## config.mk

```make
export PLATFORM = sky130hd
export DESIGN_NAME = cam_capture_flat
export DESIGN_NICKNAME = d
export VERILOG_FILES = /design/src/rtl/cam_capture_if.sv /design/src/rtl/cam_capture.sv /design/src/flat_wrapper.sv
export SDC_FILE = /design/constraint.sdc
export NUM_CORES = 1
export LEC_CHECK = 0
export CELL_PAD_IN_SITES_DETAIL_PLACEMENT = 1
export CELL_PAD_IN_SITES_GLOBAL_PLACEMENT = 1
export CORE_ASPECT_RATIO = 0.9
export CORE_MARGIN = 4
export CORE_UTILIZATION = 48
export DETAILED_ROUTE_END_ITERATION = 6
export PLACE_DENSITY = 0.82
export SETUP_SLACK_MARGIN = 0.1
export SLEW_MARGIN = 0
export SYNTH_ARGS = -nofsm -noshare
export SYNTH_HDL_FRONTEND = slang
export SYNTH_SLANG_ARGS = --single-unit
```

## constraint.sdc

```tcl
create_clock -name clk -period 3 [get_ports clk]
set_input_delay 0.6 -clock clk [delete_from_list [all_inputs] [get_ports clk]]
set_output_delay 0.6 -clock clk [all_outputs]
set_load 0.02 [all_outputs]
```

## src/rtl/cam_capture_if.sv

```systemverilog
// Camera byte bus and frame buffer write port for cam_capture.
`timescale 1ns/1ps
interface cam_capture_if #(
    parameter int NB_PXLS = 15,
    parameter int NB_BUF  = 12
) ();
    logic               cam_pclk;
    logic               cam_vsync;
    logic               cam_href;
    logic [7:0]         cam_data;
    logic               wea;
    logic [NB_PXLS-1:0] addr;
    logic [NB_BUF-1:0]  dout;

    modport master (
        output cam_pclk, cam_vsync, cam_href, cam_data,
        input  wea, addr, dout
    );

    modport slave (
        input  cam_pclk, cam_vsync, cam_href, cam_data,
        output wea, addr, dout
    );
endinterface

```

## src/rtl/cam_capture.sv

```systemverilog
// OV7670 RGB444 capture front end: byte pairing, 2:1 subsampling
// and frame buffer write generation in the system clock domain.
`timescale 1ns/1ps
module cam_capture #(
    parameter int c_cam_cols    = 320,
    parameter int c_cam_rows    = 240,
    parameter int c_nb_cam_cols = 9,
    parameter int c_nb_cam_rows = 8,
    parameter int c_img_cols    = 160,
    parameter int c_img_rows    = 120,
    parameter int c_nb_img_pxls = 15,
    parameter int c_nb_buf      = 12
) (
    input  logic         clk,
    input  logic         rst,
    input  logic         capture_en,
    cam_capture_if.slave bus,
    output logic         capture_newframe,
    output logic         frame_err,
    output logic         busy
);
    localparam logic [c_nb_cam_cols-1:0] lp_cols =
        c_nb_cam_cols'(c_cam_cols);
    localparam logic [c_nb_cam_rows-1:0] lp_rows =
        c_nb_cam_rows'(c_cam_rows);
    localparam logic [c_nb_img_pxls-1:0] lp_pxls =
        c_nb_img_pxls'(c_img_cols * c_img_rows);

    typedef enum logic [1:0] {IDLE, WAIT_VS, CAPTURE} state_t;

    state_t state_q, state_d;

    logic [2:0] pclk_q;
    logic [2:0] vs_q;
    logic [1:0] href_q;
    logic [7:0] data1_q, data2_q;

    logic                     href_prev_q, href_prev_d;
    logic                     tog_q, tog_d;
    logic [3:0]               red_q, red_d;
    logic [c_nb_cam_cols-1:0] col_q, col_d;
    logic [c_nb_cam_rows-1:0] row_q, row_d;
    logic [c_nb_img_pxls-1:0] waddr_q, waddr_d;
    logic [c_nb_img_pxls-1:0] addr_q, addr_d;
    logic [c_nb_buf-1:0]      dout_q, dout_d;
    logic                     wea_q, wea_d;
    logic                     nf_q, nf_d;
    logic                     ferr_q, ferr_d;

    logic pclk_rise, vs_rise, vs_fall;

    assign pclk_rise = pclk_q[1] & ~pclk_q[2];
    assign vs_rise   = vs_q[1] & ~vs_q[2];
    assign vs_fall   = ~vs_q[1] & vs_q[2];

    always_ff @(posedge clk or negedge rst) begin
        if (!rst) begin
            state_q     <= IDLE;
            pclk_q      <= '0;
            vs_q        <= '0;
            href_q      <= '0;
            data1_q     <= '0;
            data2_q     <= '0;
            href_prev_q <= 1'b0;
            tog_q       <= 1'b0;
            red_q       <= '0;
            col_q       <= '0;
            row_q       <= '0;
            waddr_q     <= '0;
            addr_q      <= '0;
            dout_q      <= '0;
            wea_q       <= 1'b0;
            nf_q        <= 1'b0;
            ferr_q      <= 1'b0;
        end else begin
            state_q     <= state_d;
            pclk_q      <= {pclk_q[1:0], bus.cam_pclk};
            vs_q        <= {vs_q[1:0], bus.cam_vsync};
            href_q      <= {href_q[0], bus.cam_href};
            data1_q     <= bus.cam_data;
            data2_q     <= data1_q;
            href_prev_q <= href_prev_d;
            tog_q       <= tog_d;
            red_q       <= red_d;
            col_q       <= col_d;
            row_q       <= row_d;
            waddr_q     <= waddr_d;
            addr_q      <= addr_d;
            dout_q      <= dout_d;
            wea_q       <= wea_d;
            nf_q        <= nf_d;
            ferr_q      <= ferr_d;
        end
    end

    always_comb begin
        state_d     = state_q;
        href_prev_d = href_prev_q;
        tog_d       = tog_q;
        red_d       = red_q;
        col_d       = col_q;
        row_d       = row_q;
        waddr_d     = waddr_q;
        addr_d      = addr_q;
        dout_d      = dout_q;
        wea_d       = 1'b0;
        nf_d        = 1'b0;
        ferr_d      = ferr_q;

        if (pclk_rise) begin
            href_prev_d = href_q[1];
        end

        unique case (state_q)
            IDLE: begin
                state_d = WAIT_VS;
            end
            WAIT_VS: begin
                if (vs_fall && capture_en) begin
                    state_d = CAPTURE;
                    col_d   = '0;
                    row_d   = '0;
                    tog_d   = 1'b0;
                    waddr_d = '0;
                end
            end
            CAPTURE: begin
                if (pclk_rise && href_q[1]) begin
                    tog_d = ~tog_q;
                    if (!tog_q) begin
                        red_d = data2_q[3:0];
                    end else if (col_q < lp_cols) begin
                        col_d = col_q + 1'b1;
                        // keep even columns of even rows only
                        if (!col_q[0] && !row_q[0] &&
                            row_q < lp_rows && waddr_q < lp_pxls) begin
                            wea_d   = 1'b1;
                            addr_d  = waddr_q;
                            dout_d  = {red_q, data2_q};
                            waddr_d = waddr_q + 1'b1;
                        end
                    end
                end else if (pclk_rise && href_prev_q) begin
                    col_d = '0;
                    tog_d = 1'b0;
                    if (row_q < lp_rows) begin
                        row_d = row_q + 1'b1;
                    end
                end
                if (vs_rise) begin
                    state_d = WAIT_VS;
                    nf_d    = 1'b1;
                    ferr_d  = (waddr_d != lp_pxls);
                end
            end
            default: begin
                state_d = IDLE;
            end
        endcase
    end

    assign bus.wea          = wea_q;
    assign bus.addr         = addr_q;
    assign bus.dout         = dout_q;
    assign capture_newframe = nf_q;
    assign frame_err        = ferr_q;
    assign busy             = (state_q == CAPTURE);
endmodule
```

## src/flat_wrapper.sv

```systemverilog
// flat-port wrapper written by rule: the top's interface ports become plain ports
module cam_capture_flat 
#(
    parameter int c_cam_cols    = 320,
    parameter int c_cam_rows    = 240,
    parameter int c_nb_cam_cols = 9,
    parameter int c_nb_cam_rows = 8,
    parameter int c_img_cols    = 160,
    parameter int c_img_rows    = 120,
    parameter int c_nb_img_pxls = 15,
    parameter int c_nb_buf      = 12
)
  (clk, rst, capture_en, capture_newframe, frame_err, busy, bus_cam_pclk, bus_cam_vsync, bus_cam_href, bus_cam_data, bus_wea, bus_addr, bus_dout);
  cam_capture_if bus_i ();
  input  logic clk;
  input  logic rst;
  input  logic capture_en;
  output logic capture_newframe;
  output logic frame_err;
  output logic busy;
  input wire logic [$bits(bus_i.cam_pclk)-1:0] bus_cam_pclk;
  input wire logic [$bits(bus_i.cam_vsync)-1:0] bus_cam_vsync;
  input wire logic [$bits(bus_i.cam_href)-1:0] bus_cam_href;
  input wire logic [$bits(bus_i.cam_data)-1:0] bus_cam_data;
  output wire logic [$bits(bus_i.wea)-1:0] bus_wea;
  output wire logic [$bits(bus_i.addr)-1:0] bus_addr;
  output wire logic [$bits(bus_i.dout)-1:0] bus_dout;
  assign bus_i.cam_pclk = bus_cam_pclk;
  assign bus_i.cam_vsync = bus_cam_vsync;
  assign bus_i.cam_href = bus_cam_href;
  assign bus_i.cam_data = bus_cam_data;
  assign bus_wea = bus_i.wea;
  assign bus_addr = bus_i.addr;
  assign bus_dout = bus_i.dout;
  cam_capture #(.c_cam_cols(c_cam_cols), .c_cam_rows(c_cam_rows), .c_nb_cam_cols(c_nb_cam_cols), .c_nb_cam_rows(c_nb_cam_rows), .c_img_cols(c_img_cols), .c_img_rows(c_img_rows), .c_nb_img_pxls(c_nb_img_pxls), .c_nb_buf(c_nb_buf)) u_core (.clk(clk), .rst(rst), .capture_en(capture_en), .bus(bus_i), .capture_newframe(capture_newframe), .frame_err(frame_err), .busy(busy));
endmodule
```

==> flow_summary.ini, run 1 <==
[status]
outcome = finished clean

[power]
p_leak_nw = 2.11
power.internal_mw = 1.76
power_density_mw_per_mm2 = 495
p_sw_mw = 0.603
vdd_drop_max_mv = 0.354
sw_frac_of_total_pct = 25.5
clockPowerShare_pct = 38.0
power_frac_seq_pct = 56.5
comb_power_share_pct = 5.5

[setup_path]
reg2reg_depth = 7
crit_path_top_delay_cell = clkdlybuf4s50_1
cp-startpoint = u_core.state_q[0]$_DFFE_PN0P_
critical_path_class = reg2out
worst_setup_path_end_kind = primary output
cpLargestDelayFamily = buffers and inverters
worstPathCellList = nand2b_1 > inv_1 > clkdlybuf4s50_1
critPathBufInv = 2
crit_path_end = busy
r2r_start = u_core.state_q[0]$_DFFE_PN0P_
crit_arrival_ns = 2.07
worstReg2RegEnd = u_core.col_q[5]$_DFFE_PN0P_
worstPathRequired_ns = 2.40
reg2reg_slack_ns = 0.44
path_depth = 3
critPathLaunchType = register
crit_path_max_fanout = 15
critPathMaxStageDelay_ns = 0.71

[finish]
drive_gt1_share_pct = 17.2
diodes = 0
layout.nets = 401
instances_no_fill = 488
syn2layout_area_growth_pct = 18.6
design_area_mm2 = 0.00477

[global_routing]
grt_overflow_total = 0
grt_max_degree = 50
track_usage_pct = 20.9
grt_pass1_vias = 3015
grt_pass1_wl_mm = 16.1
antenna_found_initial = 0

[floorplan]
die_x_um = 105
pin_count = 45
start_util_pct = 49.6
core_mm2 = 0.00811
die_h_um = 94.9
rows = 31
die_area_mm2 = 0.00991

[yosys]
async_flop_share_pct = 100
syn-num-nets = 358
synth-edff-count = 0
syn_area_per_cell_um2 = 11.8
yosys_warnings = 0
synth.cell_area_mm2 = 0.00402
synthCells = 341
synth.distinct_cells = 48
yosys.area.top_type = dfrtp_1
yosysTopAreaCellShare_pct = 58.5
synth_area_leaders = dfrtp_1, mux2_2, o21ai_0, nand2_1, nand3_1
synth_ff_type = dfrtp_1
synth-seq-area-share_pct = 58.5
ys_seq_elements = 94

[timing]
fin_tns_setup_ns = 0
final_max_slew_viol_count = 0
rsz0062_at_grt = false
tightest_slew_ns = 1.09
hold_ws_ns = 0.232
period_needed_ns = 2.67
slew_headroom_pct = 27.0
hold_viol_final = 0
fmax_mhz = 374
skew_ns = 0.0147
finalSetupViolCount = 0
timing.final.crit_share_pct = 89.0

[worst_hold_path]
hold_class = in2async

[cts]
cts_hold_buffers = 0
tritoncts = done
cts_root_buf = clkbuf_8
cts_setup_buffers = 0
cts_resized = 0
clk_pin_slew_ns = 0.11
insertion_delay_ns = 0.37
cts.sinks = 94
htree_levels = 3
cts_made_buffers = 9
cts_buffer_depth = 2

[detailed_routing]
viasPerCell = 5.81
drc = 0
totalWireLength_mm = 9.52
drtAntennaViolNets = 0
drt_first_pass_iters = 4
wl_per_cell_um = 19.5
vias = 2837
drt-initial-drc-count = 119

[placed_design]
gp_congestion = 0.764
dpl.cell_count = 472
port_buffers = 44
dpl.hpwl_mm = 6.15
placed_cell_area_mm2 = 0.00456

[run]
maxCapViolations = 0
-- cells in the final DEF (no fill, tap or decap), drive strengths merged, types with 2 or more instances in the layout --
master         instances
a21oi                  4
a22o                   3
a31oi                  8
and2                   2
and3                   8
and3b                  3
and4                   2
buf                    7
clkbuf                 9
clkdlybuf4s50         43
clkinv                 2
dfrtp                 94
ha                     3
inv                    8
mux2                  32
mux2i                  4
nand2                 31
nand2b                 3
nand3                 14
nand3b                 2
nand4                 12
nor2                  19
nor2b                  2
nor3                   8
nor3b                  2
o21ai                 37
o22ai                  2
xnor2                  3
xor2                   8
-- metal layers --
layer	GRT usage, %	routed length [um]	part of all wire, %
met5	0	0	0
met4	7.20	188	2.0
met3	5.19	452	4.7
met2	34.8	4710	49
met1	26.9	4170	44
-- registers in the layout, indices dropped and copies added (netlist names) --
| register | cells |
|---|---|
| u_core.bus.addr | 15 |
| u_core.waddr_q | 15 |
| u_core.bus.dout | 12 |
| u_core.col_q | 9 |
| u_core.data1_q | 8 |
| u_core.data2_q | 8 |
| u_core.row_q | 8 |
| u_core.red_q | 4 |
| u_core.pclk_q | 3 |
| u_core.vs_q | 3 |
| u_core.href_q | 2 |
| u_core.state_q | 2 |
| u_core.bus.wea | 1 |
| u_core.capture_newframe | 1 |
| u_core.frame_err | 1 |
| u_core.href_prev_q | 1 |
| u_core.tog_q | 1 |
-- cells in the mapped netlist (7+ instances only) --
| cell type | instances |
|---|---|
| dfrtp_1 | 94 |
| nand4_1 | 11 |
| xor2_1 | 8 |
| o21ai_0 | 36 |
| buf_2 | 9 |
| a31oi_1 | 8 |
| nor2_1 | 18 |
| clkbuf_1 | 7 |
| mux2_2 | 32 |
| nand2_1 | 30 |
| and3_1 | 8 |
| nand3_1 | 14 |
-- how the worst min path moves through the flow --
stage,cells past startpoint,endpoint,start,slack [ns]
floorplan,0,u_core.bus.addr[0]$_DFFE_PN0P_,rst,0.30
detailed placement,0,u_core.data2_q[0]$_DFF_PN0_,u_core.data1_q[0]$_DFF_PN0_,0.34
finish,1,u_core.red_q[3]$_DFFE_PN0P_,rst,0.23
global placement,0,u_core.data2_q[6]$_DFF_PN0_,u_core.data1_q[6]$_DFF_PN0_,0.33
global route,1,u_core.red_q[3]$_DFFE_PN0P_,rst,0.27
CTS,1,u_core.red_q[3]$_DFFE_PN0P_,rst,0.25
-- metrics by stage --
stage / setup WS [ns] / power (mW) / utilization (%)
2_1_floorplan: 0.985 / 1.41 / -
3_3_place_gp: 0.144 / 1.48 / 56.3
3_5_place_dp: 0.0840 / 1.49 / 56.3
4_1_cts: 0.320 / 2.39 / 58.9
5_1_grt: 0.129 / 2.46 / 58.9
6_report: 0.329 / 2.37 / 58.9
-- power by group through the flow --
| stage | registers [mW] | logic [mW] | clock network (mW) |
|---|---|---|---|
| finish | 1.34 | 0.130 | 0.898 |
| CTS | 1.34 | 0.133 | 0.920 |
| global route | 1.34 | 0.146 | 0.971 |
| floorplan | 1.35 | 0.0607 | 0 |
| detailed placement | 1.36 | 0.129 | 0 |
| global placement | 1.36 | 0.123 | 0 |
-- layout make-up --
class	count	area, um2
fillers	843	3330
flip-flops and latches	94	2350
multi-input cells	225	1580
repair buffers	50	495
clock buffers	9	124
well taps	99	124
clock inverters	7	87.6
inverters	4	15.0
-- logic make-up (layout without fill, tap and decap cells) --
| logic type | Yosys count | count (layout) | synth area share [%] |
|---|---|---|---|
| and+or+nand+nor | 113 | 113 | 16.0 |
| muxes | 36 | 36 | 9.95 |
| DFF | 94 | 94 | 58.5 |
| buffers and inverters | 22 | 70 | 2.52 |
| adders and majority gates | 3 | 3 | 0.933 |
| AOI/OAI and AO/OA | 62 | 62 | 9.70 |
| xor gates and xnor gates | 11 | 11 | 2.39 |
Power figures use the tool's default switching activity.
==> run 2, diff against run 1 <==
==> constraint.sdc (replaced) <==
create_clock -name clk -period 3.3 [get_ports clk]
set_input_delay 0.66 -clock clk [delete_from_list [all_inputs] [get_ports clk]]
set_output_delay 0.66 -clock clk [all_outputs]
set_load 0.02 [all_outputs]
==> flow_summary.ini, run 2 (same netlist as run 1, synthesis figures left out) <==
[status]
outcome = finished clean

[finish]
final_cell_mix = dfrtp_1, clkdlybuf4s50_1, o21ai_0, mux2_2, nand2_1
layout.nets = 400
drive_gt1_share_pct = 17.0
diodes = 0
final_common_cell = dfrtp_1
syn2layout_area_growth_pct = 18.2
fin_util_pct = 58.7
instances_no_fill = 487

[setup_path]
crit_path_max_fanout = 15
reg2reg_slack_ns = 0.81
worstPathRequired_ns = 2.64
worst_setup_path_end_kind = primary output
r2r_start = u_core.pclk_q[2]$_DFF_PN0_
worstPathCellList = nand2b_1 > inv_1 > clkdlybuf4s50_1
critPathMaxStageDelay_ns = 0.71
worstReg2RegEnd = u_core.frame_err$_DFFE_PN0P_
crit_path_top_delay_cell = clkdlybuf4s50_1
critPathLaunchType = register
cpLargestDelayFamily = buffers and inverters
reg2reg_depth = 7
critical_path_class = reg2out
crit_arrival_ns = 2.07
critPathBufInv = 2

[timing]
finalSetupViolCount = 0
tightest_slew_ns = 0.685
rsz0062_at_grt = false
timing.final.crit_share_pct = 82.8
period_needed_ns = 2.73
hold_viol_final = 0
fmax_mhz = 366
skew_ns = 0.0120
final_max_slew_viol_count = 0
fin_tns_setup_ns = 0
slew_headroom_pct = 54.1

[cts]
htree_levels = 3
cts_setup_buffers = 0
clk_pin_slew_ns = 0.11
cts_resized = 0
cts_made_buffers = 9
cts_buffer_depth = 2
insertion_delay_ns = 0.37
cts.sinks = 94
cts_root_buf = clkbuf_8
tritoncts = done
cts_hold_buffers = 0

[placed_design]
dpl.hpwl_mm = 6.15
port_buffers = 44
dpl.cell_count = 471
gp_congestion = 0.772

[detailed_routing]
vias = 2840
drt_first_pass_iters = 4
totalWireLength_mm = 9.28
drtAntennaViolNets = 0
wl_per_cell_um = 19.1
drc = 0
drt-initial-drc-count = 103
viasPerCell = 5.83

[power]
p_leak_nw = 2.10
vdd_drop_max_mv = 0.258
power_density_mw_per_mm2 = 441

[floorplan]
start_util_pct = 49.6
die_x_um = 105
die_area_mm2 = 0.00991
pin_count = 45
rows = 31
die_h_um = 94.9
core_mm2 = 0.00811

[global_routing]
grt_overflow_total = 0
grt_pass1_vias = 3089
track_usage_pct = 20.1
grt_max_degree = 52
grt_pass1_wl_mm = 15.5
antenna_found_initial = 0

[run]
maxCapViolations = 0

[worst_hold_path]
hold_class = in2async
==> run 2: changes by cell type in the layout (fill, tap and decap cells not counted), sizes merged <==
cell,before,now
clkinv,2,3
bufinv,1,0
buf,7,6
==> run 2: per-layer routing <==
| layer | track usage (%) | wire length [um] | up-vias |
|---|---|---|---|
| met5 | 0 | 0 | - |
| met4 | 8.19 | 158 | 0 |
| met3 | 5.33 | 542 | 15 |
| met2 | 34.3 | 4530 | 63 |
| met1 | 24.6 | 4050 | 1467 |
| li1 | - | - | 1295 |
==> run 2: worst max-delay path by stage <==
stage | cells after the start | startpoint | to | slack, ns
floorplan | 9 | capture_en | u_core.col_q[6]$_DFFE_PN0P_ | 1.23
global placement | 9 | capture_en | u_core.col_q[7]$_DFFE_PN0P_ | 0.64
detailed placement | 8 | capture_en | u_core.row_q[5]$_DFFE_PN0P_ | 0.58
CTS | 3 | u_core.state_q[0]$_DFFE_PN0P_ | busy | 0.56
global route | 3 | u_core.state_q[0]$_DFFE_PN0P_ | busy | 0.49
finish | 3 | u_core.state_q[0]$_DFFE_PN0P_ | busy | 0.57
==> run 2: area by class of cell <==
cell class,count,area [um2]
Fill cell,826,3350
Sequential cell,94,2350
Multi-Input combinational cell,225,1580
Timing Repair Buffer,49,488
Clock buffer,9,124
Tap cell,99,124
Clock inverter,7,77.6
Inverter,4,15.0
==> run 2: power by group <==
group	switching (mW)	internal, mW
Clock	0.467	0.301
Combinational	0.0683	0.0466
Sequential	0.0295	1.19
Total	0.565	1.53
==> run 2: through the flow <==
| stage | cell area [um2] | worst slack (ns) | hold slack (ns) | total power, mW |
|---|---|---|---|---|
| global placement | 4550 | 0.644 | 0.332 | 1.34 |
| CTS | 4760 | 0.557 | 0.277 | 2.12 |
| floorplan | 4020 | 1.23 | 0.331 | 1.28 |
| finish | 4760 | 0.569 | 0.264 | 2.10 |
| detailed placement | 4550 | 0.579 | 0.336 | 1.35 |
| global route | 4760 | 0.489 | 0.292 | 2.19 |
